--- src/rtl/uart_pkg.sv ---
// Shared definitions for the UART transmit/receive pair: state encodings,
// frame geometry and the bit-period clamp used at byte acceptance.
package uart_pkg;

  localparam int UART_DATA_BITS = 8;
  localparam int UART_BAUD_W    = 18;

  typedef enum logic [2:0] {
    s_IDLE         = 3'b000,
    s_TX_START_BIT = 3'b001,
    s_TX_DATA_BIT  = 3'b010,
    s_TX_STOP_BIT  = 3'b011,
    s_CLEANUP      = 3'b100
  } uart_state_e;

  function automatic logic [UART_BAUD_W-1:0] clamp_period(
    input logic [UART_BAUD_W-1:0] period,
    input logic [UART_BAUD_W-1:0] min_period
  );
    return (period < min_period) ? min_period : period;
  endfunction

endpackage

--- src/rtl/uart_bit_timer.sv ---
// Loadable bit-period timer: after a load, bit_tick pulses on every Nth
// enabled cycle, where N is the period captured at load time.
module uart_bit_timer
  import uart_pkg::*;
(
  input  logic                   internal_clock,
  input  logic                   reset,
  input  logic                   load,
  input  logic                   enable,
  input  logic [UART_BAUD_W-1:0] period,
  output logic                   bit_tick
);

  logic [UART_BAUD_W-1:0] period_reg;
  logic [UART_BAUD_W-1:0] count_reg;

  // Period is held locally so mid-frame changes on the input cannot disturb timing.
  assign bit_tick = enable & ~load & (count_reg == (period_reg - UART_BAUD_W'(1)));

  always_ff @(posedge internal_clock) begin
    if (reset) begin
      period_reg <= '0;
      count_reg  <= '0;
    end else if (load) begin
      period_reg <= period;
      count_reg  <= '0;
    end else if (enable) begin
      count_reg <= bit_tick ? '0 : count_reg + UART_BAUD_W'(1);
    end else begin
      count_reg <= '0;
    end
  end

endmodule

--- src/rtl/uart_transmitter.sv ---
// UART transmit stage: one byte per valid/ready handshake, framed as start,
// eight data bits LSB first and one or two stop bits.
module uart_transmitter
  import uart_pkg::*;
#(
  parameter int STOP_BITS        = 1,
  parameter int CLK_PERS_BIT_MIN = 2
) (
  input  logic                   internal_clock,
  input  logic                   reset,
  input  logic [UART_BAUD_W-1:0] CLK_PERS_BIT,
  input  logic                   Tx_Valid,
  input  logic [7:0]             Tx_Byte,
  output logic                   Tx_Ready,
  output logic                   TX_Data,
  output logic                   Tx_Active,
  output logic                   Tx_Done
);

  localparam logic STOP_LAST = (STOP_BITS == 2);
  localparam logic [UART_BAUD_W-1:0] PERIOD_MIN = UART_BAUD_W'(CLK_PERS_BIT_MIN);

  uart_state_e state_reg;
  logic [UART_DATA_BITS-1:0] shift_reg;
  logic [2:0]                bit_index_reg;
  logic                      stop_count_reg;
  logic                      tx_data_reg;
  logic                      tx_active_reg;
  logic                      tx_done_reg;
  logic                      accept;
  logic                      bit_tick;

  assign Tx_Ready  = (state_reg == s_IDLE) & ~reset;
  assign accept    = Tx_Valid & Tx_Ready;
  assign TX_Data   = tx_data_reg;
  assign Tx_Active = tx_active_reg;
  assign Tx_Done   = tx_done_reg;

  // The timer only runs while a frame is on the line, which is exactly when Tx_Active is set.
  uart_bit_timer u_bit_timer (
    .internal_clock (internal_clock),
    .reset          (reset),
    .load           (accept),
    .enable         (tx_active_reg),
    .period         (clamp_period(CLK_PERS_BIT, PERIOD_MIN)),
    .bit_tick       (bit_tick)
  );

  always_ff @(posedge internal_clock) begin
    if (reset) begin
      state_reg      <= s_IDLE;
      shift_reg      <= '0;
      bit_index_reg  <= '0;
      stop_count_reg <= 1'b0;
      tx_data_reg    <= 1'b1;
      tx_active_reg  <= 1'b0;
      tx_done_reg    <= 1'b0;
    end else begin
      tx_done_reg <= 1'b0;
      case (state_reg)
        s_IDLE: begin
          tx_data_reg    <= 1'b1;
          tx_active_reg  <= 1'b0;
          bit_index_reg  <= '0;
          stop_count_reg <= 1'b0;
          if (accept) begin
            shift_reg     <= Tx_Byte;
            tx_data_reg   <= 1'b0;
            tx_active_reg <= 1'b1;
            state_reg     <= s_TX_START_BIT;
          end
        end
        s_TX_START_BIT: begin
          if (bit_tick) begin
            tx_data_reg   <= shift_reg[0];
            bit_index_reg <= '0;
            state_reg     <= s_TX_DATA_BIT;
          end
        end
        s_TX_DATA_BIT: begin
          if (bit_tick) begin
            if (bit_index_reg == 3'(UART_DATA_BITS - 1)) begin
              tx_data_reg <= 1'b1;
              state_reg   <= s_TX_STOP_BIT;
            end else begin
              // Buffer shifts right so the next data bit is always at index 1.
              tx_data_reg   <= shift_reg[1];
              shift_reg     <= shift_reg >> 1;
              bit_index_reg <= bit_index_reg + 3'd1;
            end
          end
        end
        s_TX_STOP_BIT: begin
          if (bit_tick) begin
            if (stop_count_reg == STOP_LAST) begin
              tx_active_reg <= 1'b0;
              tx_done_reg   <= 1'b1;
              state_reg     <= s_CLEANUP;
            end else begin
              stop_count_reg <= 1'b1;
            end
          end
        end
        s_CLEANUP: begin
          tx_data_reg <= 1'b1;
          state_reg   <= s_IDLE;
        end
        default: begin
          tx_data_reg   <= 1'b1;
          tx_active_reg <= 1'b0;
          state_reg     <= s_IDLE;
        end
      endcase
    end
  end

endmodule

--- config.mk ---
export PLATFORM = sky130hd
export DESIGN_NAME = uart_transmitter
export DESIGN_NICKNAME = d
export VERILOG_FILES = /design/src/rtl/uart_pkg.sv /design/src/rtl/uart_bit_timer.sv /design/src/rtl/uart_transmitter.sv
export SDC_FILE = /design/constraint.sdc
export NUM_CORES = 1
export LEC_CHECK = 0
export ABC_AREA = 1
export CAP_MARGIN = 20
export CORE_MARGIN = 5
export CORE_UTILIZATION = 55
export CTS_CLUSTER_SIZE = 12
export DETAILED_ROUTE_END_ITERATION = 10
export PLACE_DENSITY = 0.81
export SYNTH_ARGS = -nofsm -noshare
export SYNTH_HDL_FRONTEND = slang
export SYNTH_SLANG_ARGS = --single-unit
export TNS_END_PERCENT = 1
--- constraint.sdc ---
create_clock -name internal_clock -period 6.2 [get_ports internal_clock]
set_clock_uncertainty 0.05 [all_clocks]
set_input_delay 0.62 -clock internal_clock [delete_from_list [all_inputs] [get_ports internal_clock]]
set_output_delay 0.62 -clock internal_clock [all_outputs]
set_load 0.01 [all_outputs]
==> metrics list <==
- Outcome: finished clean
- Aggregate global-route resource usage: approximately 21%
- Worst-case hold slack: between 0.4 and 0.5 ns
* Primary FF master, synth: sky130_fd_sc_hd__dfxtp_1
- The worst-case IR drop observed on VDD is 0.000204 V.
- The kind of cell with the highest combined delay along the critical path is buffers and inverters.
- Max Fclk: 342 MHz
- Required time at the worst-slack endpoint: roughly 6.4 ns
- Share of synthesized area spent on multiplexers: 0%
* Number of register bits inferred by synthesis: between 50 and 60
- In the final layout, flip-flops and latches occupy 1080 µm².
- Together, buffers and inverters on the worst path number 3.
- For the pin with the worst max-slew slack, the measured transition is a little over 0.8 ns.
- Unique masters post-synth: 34
- Combinational family with the most area after synthesis: simple AND/OR/NAND/NOR gates
- Share of the yosys chip area belonging to registers: a little under a third
* Number of global-route vias before repair: ~3100
- After detailed routing, the number of remaining DRC violations is 0.
* Detail Route Antenna Nets: 0
- In the final routed layout, each cell accounts on average for 12.7 µm.
- Area of the multi-input gates: just over 2000 µm²
- The commonest cells after synthesis are sky130_fd_sc_hd__nand2_1, sky130_fd_sc_hd__nor2_1, sky130_fd_sc_hd__inv_1.
* Drt initial violations: approximately 200
* Ratio of cells with drive above 1 in the final layout: 6.85%
- Headroom to the max-slew limit came out at ~46%.
- Measured along the x axis, the die boundary spans 88.6 µm.
* Endpoint class of the critical path: register
- Area delta synth->final: 13.9%
- Walking the worst path, the cells encountered are clkdlybuf4s50_1, buf_4, nor2_1, nand2_1, inv_1, nor2_1, nor3_1, nand2_1, nor2_1, nor2_1.
- Post-layout total power: roughly 1400 µW
- Vertical die dimension: about 90 µm
* Worst-case clock buffer depth: 2
- Total count of hold-check failures in the final report: 0
* Clock root buffer: sky130_fd_sc_hd__clkbuf_8
* Final number of max-transition violations: 0
- Dividing the final minimum period by the clock period gives 47.2%.
* TritonRoute pass-1 iters: 5
- Clock transition at the register clock pins on the worst setup and hold paths after CTS: ~0.090 ns
- Antenna Diode Count: 0
- Synthesized-area fraction occupied by xor and xnor cells: 6.71%
- Entering global routing, the biggest net connects 30 pins.
- For this design, the sink count on the clock tree is 54.
- At the worst endpoint, the arrival time is about 3 ns.
- Area share of the largest cell type after synthesis: 31.8%
* Clock buffers created by TritonCTS: 5
* Net total in the final layout: between 500 and 600
- Number of warnings reported in the yosys synthesis log: 0
- Final estimated routing congestion in global placement: approximately 0.94
- Count of flip-flops with a built-in enable after synthesis: 0
- After floorplanning, the core was sized to cover 5960 µm².
* Synthesized-area fraction occupied by and/or/nand/nor cells: 44.0%
* Cell type with the highest occurrence count on the critical path: sky130_fd_sc_hd__nor2_1
- The floorplan has 28 rows.
- The largest total area in the synthesized netlist belongs to sky130_fd_sc_hd__dfxtp_1.
* Per-cell via count in the routed design: 5.39
- The count of buffers added on input and output ports is 32.
- Unrepaired setup endpoints after global routing: no
- The cell area that synthesis handed to floorplanning was about 3400 µm².
- Worst setup path class: primary input to register
* Initial Utilization: between 50 and 60%
- Among all cell types in the netlist, the one instantiated most often is sky130_fd_sc_hd__nand2_1.
- On the worst path, the slowest cell contributes a delay of approximately 0.7 ns.
- Clock latency on the worst-skew pair: 0.31 ns
* Leakage power: 0.00175 µW
- The number of gates resized after CTS was 0.
- Power density over the cells: between 300 and 400 nW/µm²
* Total setup buffers inserted after CTS: 0
- The wire-length estimate of the detail-placed layout is 6140 µm.
- Hold-fix buffer count after cts: 0
- Setup violations remaining at the end of the flow were counted as 0.
- The worst hold path belongs to the class register to register.
- For this design the top-level I/O count stands at 33.
* Largest fanout of any net on the critical path: 29
* Number of instances in the synthesized netlist: about 530
* Total global routing overflow: 0
- Share of flip-flops with an asynchronous set or reset: 0%
* Setup tns final: 0 ns
- In this run the number of H-tree levels came out at 2.
- Yosys attributes the largest share of cell area to sky130_fd_sc_hd__dfxtp_1, sky130_fd_sc_hd__nand2_1, sky130_fd_sc_hd__nor2_1.
* Mean cell area of the mapped netlist: between 6 and 7 µm²
- WL final: around 8000 µm
- Global-route wire length before repair: 13400 µm
* CTS tree: built
- The die covers between 7000 and 8000 µm².
- Compound-cell area share of the yosys netlist: between 7 and 8%
- The smallest clock period supported by the final layout is computed as ~2.9 ns.
- Final-layout fill cell count: about 560
* Vias post-DR: between 3000 and 4000
* Slowest-stage cell, CP: sky130_fd_sc_hd__inv_1
* Syn nets: 561
- Summing the areas of all fa, ha and maj instances in the mapped netlist gives between 1 and 1.5% of the synthesized area.
- Initial antenna violation count: 0
- Type of element launching the critical path: primary input
* Number of max-cap violations: 0
-- path summary, 6_finish.rpt --
| check | cells after the start | slack, ns | from | to |
|---|---|---|---|---|
| hold / removal | 2 | 0.40 | stop_count_reg | stop_count_reg |
| setup reg to reg | 12 | 3.46 | state_reg[2] | state_reg[0] |
| hold reg to reg | 2 | 0.40 | stop_count_reg | stop_count_reg |
| setup / recovery | 10 | 3.27 | reset | state_reg[0] |
-- logic make-up after synthesis --
logic type               after synthesis
flip-flops                            54
AND/OR/NAND/NOR                      327
adder cells (fa/ha/maj)                4
XOR/XNOR                              26
AO/OA/AOI/OAI                         44
buffers and inverters                 73
-- report_power, final --
part / internal, µW / switching [µW] / total [µW]
Combinational: 247 / 460 / 708
Sequential: 397 / 51.5 / 449
Clock: 129 / 115 / 244
-- cell usage in the layout, fill, tap and decap left out, types with 4 or more instances in the layout --
master                            count
sky130_fd_sc_hd__nand2_1            156
sky130_fd_sc_hd__nor2_1              73
sky130_fd_sc_hd__inv_1               60
sky130_fd_sc_hd__dfxtp_1             54
sky130_fd_sc_hd__nand3_1             49
sky130_fd_sc_hd__clkdlybuf4s50_1     32
sky130_fd_sc_hd__a21oi_1             21
sky130_fd_sc_hd__xor2_1              18
sky130_fd_sc_hd__o31ai_1             10
sky130_fd_sc_hd__nor2_2               9
sky130_fd_sc_hd__o21ai_0              8
sky130_fd_sc_hd__xnor2_1              8
sky130_fd_sc_hd__nor3_1               8
sky130_fd_sc_hd__nand4_1              6
sky130_fd_sc_hd__clkbuf_8             6
sky130_fd_sc_hd__nand2_4              5
sky130_fd_sc_hd__nor2_4               4
sky130_fd_sc_hd__nand2_2              4
sky130_fd_sc_hd__ha_1                 4
-- worst min-delay path: cells and delay by family, from the launching register on --
kind | cells | cell delay (ns)
buffers and inverters | 1 | 0.06
and+or+nand+nor | 1 | 0.05
DFF | 1 | 0.31
-- metal layers --
metal  routed length, µm  up-vias  global-route usage, %
met4                 152        0                   7.28
li1                    -     1726                      -
met3                 384       17                   3.82
met5                   0        -                      0
met2                3630      100                   34.7
met1                3800     1555                   28.8
-- final cells by class --
cell class / instances / share of cell area (%)
Multi-Input combinational cell: 401 / 52.4
Sequential cell: 54 / 28.0
Timing Repair Buffer: 33 / 8.48
Inverter: 60 / 5.82
Tap cell: 75 / 2.43
Clock buffer: 6 / 2.14
Clock inverter: 1 / 0.776
-- per-stage QoR --
stage	utilization (%)	area (µm²)	setup slack [ns]	cells
3_5_place_dp	63.0	3750	2.96	623
6_report	64.9	3870	3.27	630
4_1_cts	64.9	3870	3.29	630
5_1_grt	64.9	3870	2.95	630
3_3_place_gp	63.0	3750	3.10	623
2_1_floorplan	-	3390	4.24	528
Power figures use the tool's default switching activity.
